**config.mk**
```make
export PLATFORM = sky130hd
export DESIGN_NAME = bit_frame_timer_flat
export DESIGN_NICKNAME = d
export VERILOG_FILES = /design/src/rtl/bit_frame_timer_pkg.sv /design/src/rtl/bit_frame_timer_if.sv /design/src/rtl/bit_period_counter.sv /design/src/rtl/bit_frame_timer.sv /design/src/flat_wrapper.sv
export SDC_FILE = /design/constraint.sdc
export NUM_CORES = 1
export LEC_CHECK = 0
export CAP_MARGIN = 40
export CORE_MARGIN = 5
export CORE_UTILIZATION = 40
export CTS_BUF_LIST = sky130_fd_sc_hd__clkbuf_4
export CTS_CLUSTER_DIAMETER = 80
export DETAILED_ROUTE_END_ITERATION = 8
export PLACE_DENSITY = 0.69
export SLEW_MARGIN = 20
export SYNTH_ARGS = -nofsm -noshare
export SYNTH_HDL_FRONTEND = slang
export SYNTH_SLANG_ARGS = --single-unit
export TNS_END_PERCENT = 100
```
**constraint.sdc**
```tcl
create_clock -name clk -period 9.5 [get_ports clk]
set_input_delay 1.9 -clock clk [delete_from_list [all_inputs] [get_ports clk]]
set_output_delay 1.9 -clock clk [all_outputs]
set_load 0.01 [all_outputs]
```
**src/rtl/bit_frame_timer_pkg.sv**
```systemverilog
// Shared types and constants for the bit-period / frame timer.
package bit_frame_timer_pkg;

    localparam int unsigned DIV_W_DEF   = 16;
    localparam int unsigned IDX_W_DEF   = 4;
    localparam int unsigned DEFAULT_DIV = 11;
    localparam int unsigned MIN_DIV     = 2;
    localparam int unsigned MIN_BITS    = 1;

    typedef enum logic {
        ST_IDLE = 1'b0,
        ST_RUN  = 1'b1
    } state_t;

endpackage

```
**src/rtl/bit_frame_timer_if.sv**
```systemverilog
// Control/status bundle between the UART control FSM (master) and the frame timer (slave).
interface bit_frame_timer_if #(
    parameter int unsigned DIV_W = 16,
    parameter int unsigned IDX_W = 4
);

    logic             start;
    logic             abort;
    logic             enable;
    logic [DIV_W-1:0] div;
    logic [IDX_W-1:0] frame_bits;
    logic             busy;
    logic [IDX_W-1:0] bit_idx;
    logic             end_bit_time;
    logic             end_half_time;
    logic             frame_done;

    modport master (
        output start, abort, enable, div, frame_bits,
        input  busy, bit_idx, end_bit_time, end_half_time, frame_done
    );

    modport slave (
        input  start, abort, enable, div, frame_bits,
        output busy, bit_idx, end_bit_time, end_half_time, frame_done
    );

endinterface

```
**src/rtl/bit_period_counter.sv**
```systemverilog
// Runtime-period counter: wraps after `period` run cycles, decodes last and mid points.
module bit_period_counter #(
    parameter int unsigned W = 16
) (
    input  logic         clk,
    input  logic         rst_n,
    input  logic         clear,
    input  logic         run,
    input  logic [W-1:0] period,
    output logic         end_bit_c,
    output logic         end_half_c
);

    logic [W-1:0] count_q;
    logic [W-1:0] last;
    logic [W-1:0] half;

    // period is clamped upstream to >= 2, so period-1 never wraps
    assign last       = period - W'(1);
    assign half       = last >> 1;
    assign end_bit_c  = run & (count_q == last);
    assign end_half_c = run & (count_q == half);

    always_ff @(posedge clk or negedge rst_n) begin
        if (!rst_n) begin
            count_q <= '0;
        end else if (clear) begin
            count_q <= '0;
        end else if (run) begin
            count_q <= end_bit_c ? '0 : count_q + W'(1);
        end
    end

endmodule

```
**src/rtl/bit_frame_timer.sv**
```systemverilog
// Frame-level bit timer: captures divisor/length on start, steps bit index, flags frame end.
module bit_frame_timer
    import bit_frame_timer_pkg::*;
#(
    parameter int unsigned DIV_W       = DIV_W_DEF,
    parameter int unsigned IDX_W       = IDX_W_DEF,
    parameter int unsigned DEFAULT_DIV = bit_frame_timer_pkg::DEFAULT_DIV
) (
    input logic          clk,
    input logic          rst_n,
    bit_frame_timer_if.slave bus
);

    state_t           state_q;
    logic             busy_q;
    logic [IDX_W-1:0] bit_idx_q;
    logic [DIV_W-1:0] div_q;
    logic [IDX_W-1:0] len_q;

    logic             run_en;
    logic             end_bit_c;
    logic             end_half_c;
    logic             frame_done_c;
    logic             cnt_clear;
    logic [DIV_W-1:0] div_clamped;
    logic [IDX_W-1:0] len_clamped;
    logic [IDX_W-1:0] len_last;

    assign run_en      = (state_q == ST_RUN) & bus.enable;
    assign cnt_clear   = bus.abort | bus.start;
    assign div_clamped = (bus.div < DIV_W'(MIN_DIV)) ? DIV_W'(MIN_DIV) : bus.div;
    assign len_clamped = (bus.frame_bits == '0) ? IDX_W'(MIN_BITS) : bus.frame_bits;
    assign len_last    = len_q - IDX_W'(1);

    bit_period_counter #(
        .W (DIV_W)
    ) u_period (
        .clk        (clk),
        .rst_n      (rst_n),
        .clear      (cnt_clear),
        .run        (run_en),
        .period     (div_q),
        .end_bit_c  (end_bit_c),
        .end_half_c (end_half_c)
    );

    assign frame_done_c = end_bit_c & (bit_idx_q == len_last);

    // Priority: abort > start (restart/resync) > frame end > bit advance
    always_ff @(posedge clk or negedge rst_n) begin
        if (!rst_n) begin
            state_q   <= ST_IDLE;
            busy_q    <= 1'b0;
            bit_idx_q <= '0;
            div_q     <= DIV_W'(DEFAULT_DIV);
            len_q     <= IDX_W'(MIN_BITS);
        end else if (bus.abort) begin
            state_q   <= ST_IDLE;
            busy_q    <= 1'b0;
            bit_idx_q <= '0;
        end else if (bus.start) begin
            state_q   <= ST_RUN;
            busy_q    <= 1'b1;
            bit_idx_q <= '0;
            div_q     <= div_clamped;
            len_q     <= len_clamped;
        end else if (frame_done_c) begin
            state_q   <= ST_IDLE;
            busy_q    <= 1'b0;
            bit_idx_q <= '0;
        end else if (end_bit_c) begin
            bit_idx_q <= bit_idx_q + IDX_W'(1);
        end
    end

    assign bus.busy          = busy_q;
    assign bus.bit_idx       = bit_idx_q;
    assign bus.end_bit_time  = end_bit_c;
    assign bus.end_half_time = end_half_c;
    assign bus.frame_done    = frame_done_c;

endmodule

```
**src/flat_wrapper.sv**
```systemverilog
// flat-port wrapper written by rule: the top's interface ports become plain ports
module bit_frame_timer_flat import bit_frame_timer_pkg::*;
#(
    parameter int unsigned DIV_W       = DIV_W_DEF,
    parameter int unsigned IDX_W       = IDX_W_DEF,
    parameter int unsigned DEFAULT_DIV = bit_frame_timer_pkg::DEFAULT_DIV
)
  (clk, rst_n, bus_start, bus_abort, bus_enable, bus_div, bus_frame_bits, bus_busy, bus_bit_idx, bus_end_bit_time, bus_end_half_time, bus_frame_done);
  bit_frame_timer_if #(.DIV_W(DIV_W), .IDX_W(IDX_W)) bus_i ();
  input logic clk;
  input logic rst_n;
  input wire logic [$bits(bus_i.start)-1:0] bus_start;
  input wire logic [$bits(bus_i.abort)-1:0] bus_abort;
  input wire logic [$bits(bus_i.enable)-1:0] bus_enable;
  input wire logic [$bits(bus_i.div)-1:0] bus_div;
  input wire logic [$bits(bus_i.frame_bits)-1:0] bus_frame_bits;
  output wire logic [$bits(bus_i.busy)-1:0] bus_busy;
  output wire logic [$bits(bus_i.bit_idx)-1:0] bus_bit_idx;
  output wire logic [$bits(bus_i.end_bit_time)-1:0] bus_end_bit_time;
  output wire logic [$bits(bus_i.end_half_time)-1:0] bus_end_half_time;
  output wire logic [$bits(bus_i.frame_done)-1:0] bus_frame_done;
  assign bus_i.start = bus_start;
  assign bus_i.abort = bus_abort;
  assign bus_i.enable = bus_enable;
  assign bus_i.div = bus_div;
  assign bus_i.frame_bits = bus_frame_bits;
  assign bus_busy = bus_i.busy;
  assign bus_bit_idx = bus_i.bit_idx;
  assign bus_end_bit_time = bus_i.end_bit_time;
  assign bus_end_half_time = bus_i.end_half_time;
  assign bus_frame_done = bus_i.frame_done;
  bit_frame_timer #(.DIV_W(DIV_W), .IDX_W(IDX_W), .DEFAULT_DIV(DEFAULT_DIV)) u_core (.clk(clk), .rst_n(rst_n), .bus(bus_i));
endmodule
```
Yosys cells after proc, flatten, opt, wreduce, memory -nomap -nowiden
Cells that the tools add are included.
Storage, ports and cells
  output and inout port bits: 8
  input port bits: 25
  logic and storage cells: 36
  bits in registers: 41
Cells by class
  add/subtract/negate cells: 4
  reduce and logical (&&, ||, !) cells: 5
  equality and inequality tests: 3
  bitwise operators: 6
  order comparisons: 1
  muxes and demuxes: 12
Operators with widths (number)
  $mux 16: 4
  $mux 4: 5
  $add 16x1->16 const B: 1
  $eq 16x15->1: 1
  $eq 16x16->1: 1
  $lt 16x2->1 const B: 1
  $sub 16x1->16 const B: 1
  $add 4x1->4 const B: 1
  $and 1x1->1: 4
  $eq 4x4->1: 1
  $logic_not 4->1: 1
  $reduce_bool 4->1: 1
  $sub 4x1->4 const B: 1
  $mux 1: 3
  $reduce_bool 3->1: 1
  $reduce_and 2->1: 1
  $reduce_bool 2->1: 1
  $not 1->1: 1
  $or 1x1->1: 1

Depth between registers and ports, before layout
  depth in word-level cells: 7
  mapped depth: 11
  depth with buffers taken out: 9

Cells and area by module
Synthesis repeated with hierarchy kept, for this count alone.
Second synthesis, totals
  cells, all modules: 379
  area total of the unflattened synthesis: 3339.5 um^2
Modules (own cells, without submodules)
  bit_period_counter: cells each 289, sequential area each 400.4 um^2, instances 1, area an instance 2177.1 um^2
  bit_frame_timer: cells each 90, sequential area each 630.6 um^2, instances 1, area an instance 1162.4 um^2

Worst setup path before layout
No wires, ideal clock.
  path type: input to output
  start: input bus_enable
  end: output bus_frame_done
  buffers on the path: 1
  setup slack: 3.822 ns
  data required time: 7.600 ns
  data arrival time: 3.778 ns
  cell stages on the path: 7
  path through: nand2_1 -> or4_1 -> a2111oi_2 -> o221ai_1 -> or4_4 -> buf_2 -> nor3_1
On the way
  longest elaborated chain between the ends: 3
RTL lines
  start: declaration: line flat_wrapper.sv:14  | input wire logic [$bits(bus_i.enable)-1:0] bus_enable;
  $and 1x1->1: line bit_frame_timer.sv:29  | assign run_en = (state_q == ST_RUN) & bus.enable;
  $and 1x1->1: line bit_period_counter.sv:21  | assign end_bit_c = run & (count_q == last);
  $and 1x1->1: line bit_frame_timer.sv:47  | assign frame_done_c = end_bit_c & (bit_idx_q == len_last);
  end: declaration: line flat_wrapper.sv:21  | output wire logic [$bits(bus_i.frame_done)-1:0] bus_frame_done;
Every way passes these cells.

Worst setup path in the final report
Ends and elaborated chain as after synthesis.

==> impl_results.md <==
- CTS-repair resized insts: 0
- Peak supply drop: 76.1 µV
- PD cells: 122 mW/mm²
- Worst Max-Slew Pin Slew: 0.861 ns
- Setup crit end kind: output port
- Crit start category: input pin
- Post-synth ARST share: 1.00
- CTS Buf Count: 5
- Clock Power Share: 0.215
- MaxCap Viol Count: 0
- Status: complete, no violations
- Switching power: 128 µW
- Port Buffers: 32
- HPWL after detailed placement: 4660 µm
- Layout cells sized above 1: 0.116
- Initial Utilization: 0.413
- Util after Layout: 0.476
- CORE AREA: 0.00683 mm²
- LEAKAGE: 1.22 nW
- GP Congestion: 0.839
- H-tree depth: 2
- Drt total wl: 6050 µm
- Grt ovf: 0
- Post-synthesis sequential area ratio: 0.366
- Seq cells post-synth: 41
- CTS root buf: clkbuf_4
- Synth Flop Type: dfrtp_1
- Period utilization: 0.702
- Setup violations, final: 0
- Gate power share: 0.248
- Sw frac: 0.321
- Setup Crit Path Kind: in2out
- Most common library cells after synthesis: 38 x xnor2_1, 37 x dfrtp_1, 23 x nor2_1, 22 x xor2_1, 18 x nand2_1
- CP Data Arrival Time: 4.77 ns
- Die ar.: 0.00883 mm²
- Most common cell in the netlist: xnor2_1
- Min cycle time layout: 6.67 ns
- Drc violations: 0
- Clk_lat worst skew: 0.35 ns
- Syn Nets: 327
- Design area: 0.00325 mm²
- Die Span Y: 94.0 µm
- First-pass GRT wire length: 10400 µm
- Post-synth EDFFs: 0
- Clock sink count: 41
- Synth cell types: 51
- Non-Filler Instances: 416
- Clk buf depth: 2
- Clk slew on worst S/H paths: 0.12 ns
- First drt pass iteration count: 4
- Ys Warns: 0
- Yosys top cell by area: dfrtp_1
- Synthesized cell area: 0.00282 mm²
- Gr usage total: 0.147
- Area growth syn-to-layout: 15.4%
- RSZ-0062 raised after global routing: false
- Largest net degree at the start of global routing: 23
- Post-CTS Setup Inserts: 0
- Reg2reg setup slack: 6.02 ns
- DR iter-0 viols: 152
- Placed Cells: 408
- Area contributors post-synth: dfrtp_1 33%, xnor2_1 12%, xor2_1 6.8%
- Final setup TNS: 0 ns
- Cell row count: 30
- Vias: 2255
- Total power draw: 397 µW
- Internal power: 269 µW
- Flop pwr share: 0.537
- Initial antenna violation count: 0
- Routed vias/inst: 5.42
- Area post-placement: 0.00320 mm²
- Critical Path RT: 7.60 ns
- FMAX: 0.150 GHz
- Top cell type's share of synthesized area: 0.328
- Path type of the worst min-delay path: reg2reg
- Syn Area/Cell: 9.46 µm²
- Number of global-route vias before repair: 2149
- TritonCTS clock tree: built
- Slew margin rel.: 0.421
- Syn Inst Count: 298
- Nets: 348
- Die Wd: 94.0 µm
- Cts hold-fix bufs: 0
- Clk_skew: 0.0168 ns
- Final hold vios: 0
- Critical path fanouts, max: 14
- Final ANT Viol Nets: 0
- Routed len/inst: 14.5 µm
- Final Max Slew Viols: 0
- Antenna fix cells: 0
- Total I/O pin count: 33
[layout by cell type (no fill, tap or decap), types with 2 or more instances in the layout]
cell type / count
o31ai_1: 5
and3_1: 6
nand3_1: 7
clkdlybuf4s50_1: 31
mux2_2: 17
nand4_1: 8
nand2b_1: 4
nor2_1: 23
inv_1: 7
nand2_1: 18
xnor2_1: 38
a21oi_1: 11
or3_1: 2
dfstp_2: 4
dfrtp_1: 37
or4_1: 6
o2111ai_1: 2
ha_1: 4
nand3b_1: 2
nor4_1: 11
and4_1: 2
clkinv_1: 2
nor3_1: 8
clkbuf_4: 5
xor2_1: 22
or2_2: 2
o21ai_0: 10
[state kept, by name, indices dropped and copies added, names as in the netlist]
signal and count:
u_core.bus.bit_idx 4, u_core.div_q 16, u_core.u_period.count_q 16, u_core.len_q 4, u_core.state_q 1
[cell families (layout without fill, tap and decap cells)]
family                   Yosys count  in the layout  share of synthesized area
AND/OR/NAND/NOR                  109            109                      0.219
XOR/XNOR                          61             61                      0.194
flip-flops                        41             41                      0.366
AO/OA/AOI/OAI                     39             39                     0.0941
buffers and inverters             27             49                     0.0417
multiplexers                      17             17                     0.0679
adder cells (fa/ha/maj)            4              4                     0.0177
[area by class of cell]
class	count	area (µm²)
Clock inverter	3	12.5
Timing Repair Buffer	34	354
Inverter	7	26.3
Sequential cell	41	1030
Multi-Input combinational cell	230	1670
Tap cell	96	120
Fill cell	684	3580
Clock buffer	5	37.5
[through the flow]
stage	hold slack (ns)	setup slack (ns)
global placement	0.497	2.90
floorplan	0.481	3.82
CTS	0.526	2.82
global route	0.545	2.71
detailed placement	0.508	2.83
finish	0.521	2.83
[worst max-delay path: stages]
cell	delay, ns
clkdlybuf4s50_1	0.50
nand2_1	0.13
or4_1	0.43
a2111oi_2	0.22
o221ai_1	0.17
or4_4	0.63
nor3_1	0.21
clkdlybuf4s50_1	0.56
[worst paths after layout]
| kind | end | cells past startpoint | start |
|---|---|---|---|
| min in group asynchronous | u_core.div_q[12] | 1 | rst_n |
| worst max-delay path | bus_frame_done | 8 | bus_enable |
| worst max register to register | u_core.bus.bit_idx[1] | 9 | u_core.div_q[0] |
| max in group asynchronous | u_core.u_period.count_q[4] | 2 | rst_n |
| worst min register to register | u_core.div_q[1] | 2 | u_core.div_q[1] |
| worst min-delay path | u_core.div_q[1] | 2 | u_core.div_q[1] |
[routing by layer]
layer  share of wire  routed length [µm]  vias to the layer above  track usage
met3           0.034                 208                        9       0.0208
li1                -                   -                     1103            -
met2            0.49                2980                       47        0.238
met4           0.021                 129                        0       0.0638
met1            0.45                2730                     1096        0.196
met5               0                   0                        -            0
[power groups by stage]
| stage | clock network (mW) | registers (mW) | logic [mW] |
|---|---|---|---|
| 2_1_floorplan | 0 | 0.202 | 0.0817 |
| 3_3_place_gp | 0 | 0.216 | 0.0946 |
| 3_5_place_dp | 0 | 0.216 | 0.0985 |
| 4_1_cts | 0.0888 | 0.213 | 0.0992 |
| 5_1_grt | 0.0935 | 0.216 | 0.109 |
| 6_report | 0.0855 | 0.213 | 0.0983 |
Note: power is estimated with default switching activity, not from simulation.
